$ cat src/rtl/ula_pkg.sv
`default_nettype none
// ============================================================================
// Module : ula_pkg
// Desc   : Shared opcodes, FSM state encoding and default width for the
//          arbitrated ALU.
// Rev    : 1.0
// ============================================================================
package ula_pkg;

    localparam int ULA_WIDTH = 8;

    localparam logic [2:0] OP_ADD = 3'd0;
    localparam logic [2:0] OP_SUB = 3'd1;
    localparam logic [2:0] OP_OR  = 3'd2;
    localparam logic [2:0] OP_AND = 3'd3;
    localparam logic [2:0] OP_NOT = 3'd4;
    localparam logic [2:0] OP_SLT = 3'd5;

    typedef enum logic [1:0] {
        ST_IDLE = 2'd0,
        ST_EXEC = 2'd1,
        ST_DONE = 2'd2
    } state_e;

endpackage
`default_nettype wire

$ cat src/rtl/ula_arbiter_if.sv
`default_nettype none
// ============================================================================
// Module : ula_arbiter_if
// Desc   : Two-requester ALU request bus; master = requesters, slave = arbiter.
// Rev    : 1.0
// ============================================================================
interface ula_arbiter_if #(
    parameter int WIDTH = ula_pkg::ULA_WIDTH
) ();
    import ula_pkg::*;

    logic             req0;
    logic [2:0]       op0;
    logic [WIDTH-1:0] a0;
    logic [WIDTH-1:0] b0;
    logic             req1;
    logic [2:0]       op1;
    logic [WIDTH-1:0] a1;
    logic [WIDTH-1:0] b1;
    logic             ack0;
    logic             ack1;
    logic [WIDTH-1:0] result;
    logic             zero;
    logic             carry;
    logic             err;
    logic             busy;
    logic             owner;

    modport master (
        output req0, op0, a0, b0, req1, op1, a1, b1,
        input  ack0, ack1, result, zero, carry, err, busy, owner
    );

    modport slave (
        input  req0, op0, a0, b0, req1, op1, a1, b1,
        output ack0, ack1, result, zero, carry, err, busy, owner
    );

endinterface
`default_nettype wire

$ cat src/rtl/ula_core.sv
`default_nettype none
// ============================================================================
// Module : ula_core
// Desc   : Purely combinational ALU datapath; holds no state.
// Rev    : 1.0
// ============================================================================
module ula_core #(
    parameter int WIDTH = ula_pkg::ULA_WIDTH
) (
    input  wire logic [2:0]       op_i,
    input  wire logic [WIDTH-1:0] a_i,
    input  wire logic [WIDTH-1:0] b_i,
    output logic      [WIDTH-1:0] result_o,
    output logic                  carry_o,
    output logic                  err_o
);
    import ula_pkg::*;

    logic [WIDTH:0] sum;
    logic [WIDTH:0] diff;

    // The extra top bit is the ADD carry-out / SUB borrow (set exactly when a < b)
    assign sum  = {1'b0, a_i} + {1'b0, b_i};
    assign diff = {1'b0, a_i} - {1'b0, b_i};

    always_comb begin
        result_o = '0;
        carry_o  = 1'b0;
        err_o    = 1'b0;
        case (op_i)
            OP_ADD: begin
                result_o = sum[WIDTH-1:0];
                carry_o  = sum[WIDTH];
            end
            OP_SUB: begin
                result_o = diff[WIDTH-1:0];
                carry_o  = diff[WIDTH];
            end
            OP_OR:   result_o = a_i | b_i;
            OP_AND:  result_o = a_i & b_i;
            OP_NOT:  result_o = ~a_i;
            OP_SLT:  result_o = WIDTH'(a_i < b_i);
            default: err_o    = 1'b1;
        endcase
    end

endmodule
`default_nettype wire

$ cat src/rtl/ula_arbiter.sv
`default_nettype none
// ============================================================================
// Module : ula_arbiter
// Desc   : Round-robin arbiter sharing one ALU between two requesters,
//          three cycles per operation, all outputs registered.
// Rev    : 1.0
// ============================================================================
module ula_arbiter #(
    parameter int WIDTH = ula_pkg::ULA_WIDTH
) (
    input wire logic     clk,
    input wire logic     clr,
    ula_arbiter_if.slave bus
);
    import ula_pkg::*;

    state_e           state_q;
    logic             last_q;
    logic             owner_q;
    logic [2:0]       op_q;
    logic [WIDTH-1:0] a_q;
    logic [WIDTH-1:0] b_q;
    logic [WIDTH-1:0] result_q;
    logic             zero_q;
    logic             carry_q;
    logic             err_q;
    logic             busy_q;
    logic             ack0_q;
    logic             ack1_q;

    logic             grant_d;
    logic             winner_d;
    logic [WIDTH-1:0] alu_result_d;
    logic             alu_carry_d;
    logic             alu_err_d;

    // On a tie the requester that was not served last wins
    always_comb begin
        grant_d  = bus.req0 | bus.req1;
        winner_d = (bus.req0 && bus.req1) ? ~last_q : bus.req1;
    end

    ula_core #(.WIDTH(WIDTH)) u_core (
        .op_i     (op_q),
        .a_i      (a_q),
        .b_i      (b_q),
        .result_o (alu_result_d),
        .carry_o  (alu_carry_d),
        .err_o    (alu_err_d)
    );

    always_ff @(posedge clk or posedge clr) begin
        if (clr) begin
            state_q  <= ST_IDLE;
            last_q   <= 1'b1;
            owner_q  <= 1'b0;
            op_q     <= '0;
            a_q      <= '0;
            b_q      <= '0;
            result_q <= '0;
            zero_q   <= 1'b1;
            carry_q  <= 1'b0;
            err_q    <= 1'b0;
            busy_q   <= 1'b0;
            ack0_q   <= 1'b0;
            ack1_q   <= 1'b0;
        end else begin
            case (state_q)
                ST_IDLE: begin
                    if (grant_d) begin
                        owner_q <= winner_d;
                        last_q  <= winner_d;
                        op_q    <= winner_d ? bus.op1 : bus.op0;
                        a_q     <= winner_d ? bus.a1  : bus.a0;
                        b_q     <= winner_d ? bus.b1  : bus.b0;
                        busy_q  <= 1'b1;
                        state_q <= ST_EXEC;
                    end
                end
                ST_EXEC: begin
                    result_q <= alu_result_d;
                    zero_q   <= (alu_result_d == '0);
                    carry_q  <= alu_carry_d;
                    err_q    <= alu_err_d;
                    ack0_q   <= ~owner_q;
                    ack1_q   <= owner_q;
                    state_q  <= ST_DONE;
                end
                ST_DONE: begin
                    ack0_q  <= 1'b0;
                    ack1_q  <= 1'b0;
                    busy_q  <= 1'b0;
                    state_q <= ST_IDLE;
                end
                default: state_q <= ST_IDLE;
            endcase
        end
    end

    assign bus.ack0   = ack0_q;
    assign bus.ack1   = ack1_q;
    assign bus.result = result_q;
    assign bus.zero   = zero_q;
    assign bus.carry  = carry_q;
    assign bus.err    = err_q;
    assign bus.busy   = busy_q;
    assign bus.owner  = owner_q;

endmodule
`default_nettype wire

$ cat src/flat_wrapper.sv
// flat-port wrapper written by rule: the top's interface ports become plain ports
module ula_arbiter_flat import ula_pkg::*;
#(
    parameter int WIDTH = ula_pkg::ULA_WIDTH
)
  (clk, clr, bus_req0, bus_op0, bus_a0, bus_b0, bus_req1, bus_op1, bus_a1, bus_b1, bus_ack0, bus_ack1, bus_result, bus_zero, bus_carry, bus_err, bus_busy, bus_owner);
  ula_arbiter_if #(.WIDTH(WIDTH)) bus_i ();
  input wire logic clk;
  input wire logic clr;
  input wire logic [$bits(bus_i.req0)-1:0] bus_req0;
  input wire logic [$bits(bus_i.op0)-1:0] bus_op0;
  input wire logic [$bits(bus_i.a0)-1:0] bus_a0;
  input wire logic [$bits(bus_i.b0)-1:0] bus_b0;
  input wire logic [$bits(bus_i.req1)-1:0] bus_req1;
  input wire logic [$bits(bus_i.op1)-1:0] bus_op1;
  input wire logic [$bits(bus_i.a1)-1:0] bus_a1;
  input wire logic [$bits(bus_i.b1)-1:0] bus_b1;
  output wire logic [$bits(bus_i.ack0)-1:0] bus_ack0;
  output wire logic [$bits(bus_i.ack1)-1:0] bus_ack1;
  output wire logic [$bits(bus_i.result)-1:0] bus_result;
  output wire logic [$bits(bus_i.zero)-1:0] bus_zero;
  output wire logic [$bits(bus_i.carry)-1:0] bus_carry;
  output wire logic [$bits(bus_i.err)-1:0] bus_err;
  output wire logic [$bits(bus_i.busy)-1:0] bus_busy;
  output wire logic [$bits(bus_i.owner)-1:0] bus_owner;
  assign bus_i.req0 = bus_req0;
  assign bus_i.op0 = bus_op0;
  assign bus_i.a0 = bus_a0;
  assign bus_i.b0 = bus_b0;
  assign bus_i.req1 = bus_req1;
  assign bus_i.op1 = bus_op1;
  assign bus_i.a1 = bus_a1;
  assign bus_i.b1 = bus_b1;
  assign bus_ack0 = bus_i.ack0;
  assign bus_ack1 = bus_i.ack1;
  assign bus_result = bus_i.result;
  assign bus_zero = bus_i.zero;
  assign bus_carry = bus_i.carry;
  assign bus_err = bus_i.err;
  assign bus_busy = bus_i.busy;
  assign bus_owner = bus_i.owner;
  ula_arbiter #(.WIDTH(WIDTH)) u_core (.clk(clk), .clr(clr), .bus(bus_i));
endmodule
$ cat config.mk
export PLATFORM = sky130hd
export DESIGN_NAME = ula_arbiter_flat
export DESIGN_NICKNAME = d
export VERILOG_FILES = /design/src/rtl/ula_pkg.sv /design/src/rtl/ula_arbiter_if.sv /design/src/rtl/ula_core.sv /design/src/rtl/ula_arbiter.sv /design/src/flat_wrapper.sv
export SDC_FILE = /design/constraint.sdc
export NUM_CORES = 1
export LEC_CHECK = 0
export ABC_AREA = 1
export ABC_CLOCK_PERIOD_IN_PS = 3000
export BUFFER_PORTS_ARGS = -buffer_cell sky130_fd_sc_hd__clkbuf_2
export CAP_MARGIN = 30
export CORE_MARGIN = 2
export CORE_UTILIZATION = 35
export DETAILED_ROUTE_END_ITERATION = 10
export PLACE_DENSITY = 0.56
export SLEW_MARGIN = 15
export SYNTH_ARGS = -nofsm -noshare
export SYNTH_HDL_FRONTEND = slang
export SYNTH_HIERARCHICAL = 1
export SYNTH_SLANG_ARGS = --single-unit
$ cat constraint.sdc
create_clock -name clk -period 3 [get_ports clk]
set_input_delay 0.45 -clock clk [delete_from_list [all_inputs] [get_ports clk]]
set_output_delay 0.45 -clock clk [all_outputs]
set_load 0.01 [all_outputs]
==> results.rst <==
.. list-table::
   :header-rows: 1

   * - Metric
     - Value
   * - Area growth from synthesis to layout
     - 14.5%
   * - Most used flip-flop cell after synthesis
     - sky130_fd_sc_hd__dfrtp_1
   * - Core utilization of the finished layout
     - 0.409
   * - Share of final-layout standard cells stronger than drive strength 1
     - 0.167
   * - Core Rows
     - 34
   * - Clock tree from TritonCTS
     - yes
   * - Number of setup buffers added after CTS
     - 0
   * - Power spent charging and discharging nets
     - 0.00216 W
   * - Vias in the first global route
     - 2859
   * - Number of hold-repair buffers added at the cts stage
     - 0
   * - Clock Root Buffer
     - sky130_fd_sc_hd__clkbuf_8
   * - Count of input and output buffers
     - 56
   * - Worst endpoint data arrival time
     - 2.44 ns
   * - Sequential cell fraction of total power
     - 0.235
   * - Post-Synthesis Net Count
     - 534
   * - Clock-pin slew reported for the worst setup and hold paths after clock tree synthesis
     - 0.08 ns
   * - Internal Pwr Total
     - 0.00188 W
   * - Post-cts sizing count
     - 0
   * - Final-report max-slew violation count
     - 0
   * - Leakage Power
     - about 2.1 nW
   * - Height of the die
     - 97.9 um
   * - Total negative slack
     - 0 ns
   * - Iteration count of the initial detailed-routing pass
     - 4
   * - Power after layout
     - between 0.004 and 0.005 W
   * - First-pass GRT wire length
     - 13.5 mm
   * - Average wire per cell in the routed design
     - ~12 um
   * - Biggest area contributors in the synthesized netlist
     - sky130_fd_sc_hd__dfrtp_1 28%, sky130_fd_sc_hd__nand2_1 16%, sky130_fd_sc_hd__ha_1 12%, sky130_fd_sc_hd__nand3_1 11%, sky130_fd_sc_hd__inv_1 11%
   * - Worst Path Class, Setup
     - reg -> reg
   * - Setup violations, final
     - 0
   * - Worst path slowest cell
     - sky130_fd_sc_hd__fa_1
   * - Max rail drop VDD
     - 0.282 mV
   * - Number of distinct library cells after synthesis
     - 33
   * - Required @ worst endpoint
     - between 3 and 4 ns
   * - Dominant cell type by area after synthesis
     - sky130_fd_sc_hd__dfrtp_1
   * - Number of instances in the synthesized netlist
     - 461
   * - Class of the most critical hold timing path
     - in -> async
   * - Area share of the largest cell type after synthesis
     - 0.284
   * - Mean Syn Cell Area
     - between 6 and 7 um2
   * - Estimated wirelength of the detail-placed design
     - between 6 and 7 mm
   * - RD Place Congestion
     - 0.910
   * - Stage delay of the slowest cell on the critical path
     - 0.46 ns
   * - Element type at the critical path end
     - flop
   * - Hold violation total from the final report
     - 0
   * - Synth Cell Area
     - about 0.003 mm2
   * - Buffer depth of the longest clock path
     - 2
   * - Chip width
     - roughly 100 um
   * - TritonCTS Buffers
     - 5
   * - Number of primary I/O pins
     - 57
   * - Clk sinks
     - 37
   * - Post-synth ARST share
     - 1.00
   * - Count of flip-flops with a built-in enable after synthesis
     - 0
   * - Post-route minimum period
     - between 2 and 2.5 ns
   * - Post-route fraction of the period consumed by the critical path
     - 0.736
   * - Ranking of synthesized cells by instance count
     - 135 x sky130_fd_sc_hd__nand2_1, 91 x sky130_fd_sc_hd__inv_1, 69 x sky130_fd_sc_hd__nand3_1
   * - Sequential-to-total area share from yosys stat
     - 0.301
   * - Layout fillers
     - 951
   * - H-tree depth
     - 2
   * - Critical-path maximum fanout
     - 4
   * - Most used cell along the critical path
     - sky130_fd_sc_hd__nand2_1
   * - Combinational Power Share
     - 0.677
   * - Most common cell in the synthesized netlist
     - sky130_fd_sc_hd__nand2_1
   * - Result of the run
     - complete, no violations
   * - Routed Antenna Nets
     - 0
   * - Clock share of power
     - 0.089
   * - Cell breakdown of the critical path
     - inv_1 -> ha_1 -> inv_1 -> fa_1 -> nand3_1 -> nand2_1 -> o21ai_0 -> nand3_1 -> nor2_1 -> nand2_1 -> nor2_1 -> nand2_1 -> nand2_1
   * - Worst clock skew on the final layout
     - 0.0103 ns
   * - Total routing usage reported by global routing
     - 0.170
   * - Nets@finish
     - 587
   * - Worst slew margin relative to its limit
     - 0.685
   * - Ant diodes
     - 0
   * - Initial drt markers
     - 146
   * - Register area
     - 928 um2
   * - Vias per std cell
     - 4.73
   * - Reported max-cap violation count
     - 0
   * - Via count
     - between 2000 and 3000
   * - Floorplan die area
     - between 0.009 and 0.01 mm2
   * - Number of remaining DRC errors
     - 0
   * - Sum of overflow across all layers after global routing
     - 0
   * - Measured slew at the worst slew-check pin
     - 0.472 ns
   * - Number of register bits inferred by synthesis
     - 37
   * - F_max
     - 453 MHz
   * - Initial Utilization
     - 0.358
   * - Crit path launch type
     - flop
   * - Core Box Area
     - about 0.0086 mm2
   * - Maximum number of pins on one net before global-route repair
     - 38
   * - Power Density
     - roughly 1100 mW/mm2
   * - Final wirelength
     - 7.76 mm
   * - Clock Latency Late Sink
     - 0.29 ns
   * - Area of the multi-input gates
     - ~0.0017 mm2
   * - Switching share of power
     - 0.536
   * - Antenna violations before repair
     - 0
   * - Warnings, synthesis
     - 6
   * - RSZ-0062 raised after global routing
     - no
-- cells by family after synthesis --
group / Yosys count / synth area share
AND/OR/NAND/NOR: 242 / 0.345
buffers and inverters: 110 / 0.145
AO/OA/AOI/OAI: 39 / 0.0725
flip-flops: 37 / 0.301
adder cells (fa/ha/maj): 31 / 0.130
XOR/XNOR: 2 / 0.00567
-- stage by stage --
| stage | hold WS [ns] | area [um2] | std cells | setup slack, ns |
|---|---|---|---|---|
| 4_1_cts | 0.252 | 3530 | 622 | 0.743 |
| 5_1_grt | 0.288 | 3530 | 622 | 0.565 |
| 3_3_place_gp | 0.457 | 3440 | 615 | 0.658 |
| 6_report | 0.239 | 3530 | 622 | 0.791 |
| 2_1_floorplan | 0.442 | 3090 | 461 | 1.07 |
| 3_5_place_dp | 0.461 | 3440 | 615 | 0.755 |
-- power by group through the flow --
stage	Clock [W]	Combinational [W]	Sequential, W
after floorplan	0	0.00204	0.000956
after global routing	0.000400	0.00312	0.000997
final	0.000358	0.00273	0.000948
after global placement	0	0.00272	0.000946
after CTS	0.000374	0.00274	0.000953
after detailed placement	0	0.00272	0.000962
-- per-layer routing --
metal / vias up / GRT usage / part of all wire
li1: 1545 / - / -
met1: 1298 / 0.244 / 0.50
met2: 93 / 0.267 / 0.43
met3: 9 / 0.0286 / 0.051
met4: 0 / 0.0406 / 0.014
met5: - / 0 / 0
-- final timing paths --
kind | from | endpoint | slack [ns] | depth (start not counted)
worst max-delay path | u_core/a_q[0] | u_core/bus.zero | 0.79 | 13
worst min-delay path | clr | u_core/bus.ack0 | 0.24 | 3
worst max register to register | u_core/a_q[0] | u_core/bus.zero | 0.79 | 13
worst min register to register | u_core/last_q | u_core/last_q | 0.47 | 2
max in group asynchronous | clr | u_core/last_q | 2.41 | 3
min in group clk | bus_b0[3] | u_core/b_q[3] | 0.46 | 5
-- critical path, delay by kind of cell, from the launching register on --
family | cells | cell delay, ns
buffers and inverters | 2 | 0.17
adder cells (fa/ha/maj) | 2 | 0.60
AO/OA/AOI/OAI | 1 | 0.20
flip-flops | 1 | 0.43
AND/OR/NAND/NOR | 8 | 0.76
-- flip-flops by register name (all words and copies together) (netlist names) --
name / count
u_core/a_q: 8
u_core/b_q: 8
u_core/bus.result: 8
u_core/op_q: 3
u_core/state_q: 2
u_core/bus.ack0: 1
u_core/bus.ack1: 1
u_core/bus.busy: 1
u_core/bus.carry: 1
u_core/bus.err: 1
u_core/bus.owner: 1
u_core/bus.zero: 1
u_core/last_q: 1
-- layout by cell type (no fill, tap or decap), types with 5 or more instances in the layout --
cell,count
sky130_fd_sc_hd__nand2_1,135
sky130_fd_sc_hd__inv_1,91
sky130_fd_sc_hd__nand3_1,69
sky130_fd_sc_hd__clkbuf_2,56
sky130_fd_sc_hd__dfrtp_1,35
sky130_fd_sc_hd__ha_1,29
sky130_fd_sc_hd__a21oi_1,15
sky130_fd_sc_hd__nor2_1,13
sky130_fd_sc_hd__o21ai_0,11
sky130_fd_sc_hd__nand4_1,11
sky130_fd_sc_hd__clkbuf_8,6
sky130_fd_sc_hd__inv_2,5
-- layout make-up --
| class | instances | share of cell area |
|---|---|---|
| Timing Repair Buffer | 60 | 0.0878 |
| Tap cell | 108 | 0.0382 |
| Clock inverter | 1 | 0.00212 |
| Multi-Input combinational cell | 314 | 0.484 |
| Inverter | 96 | 0.102 |
| Clock buffer | 6 | 0.0234 |
| Sequential cell | 37 | 0.263 |
No activity file was read; power rests on OpenSTA's default activity.
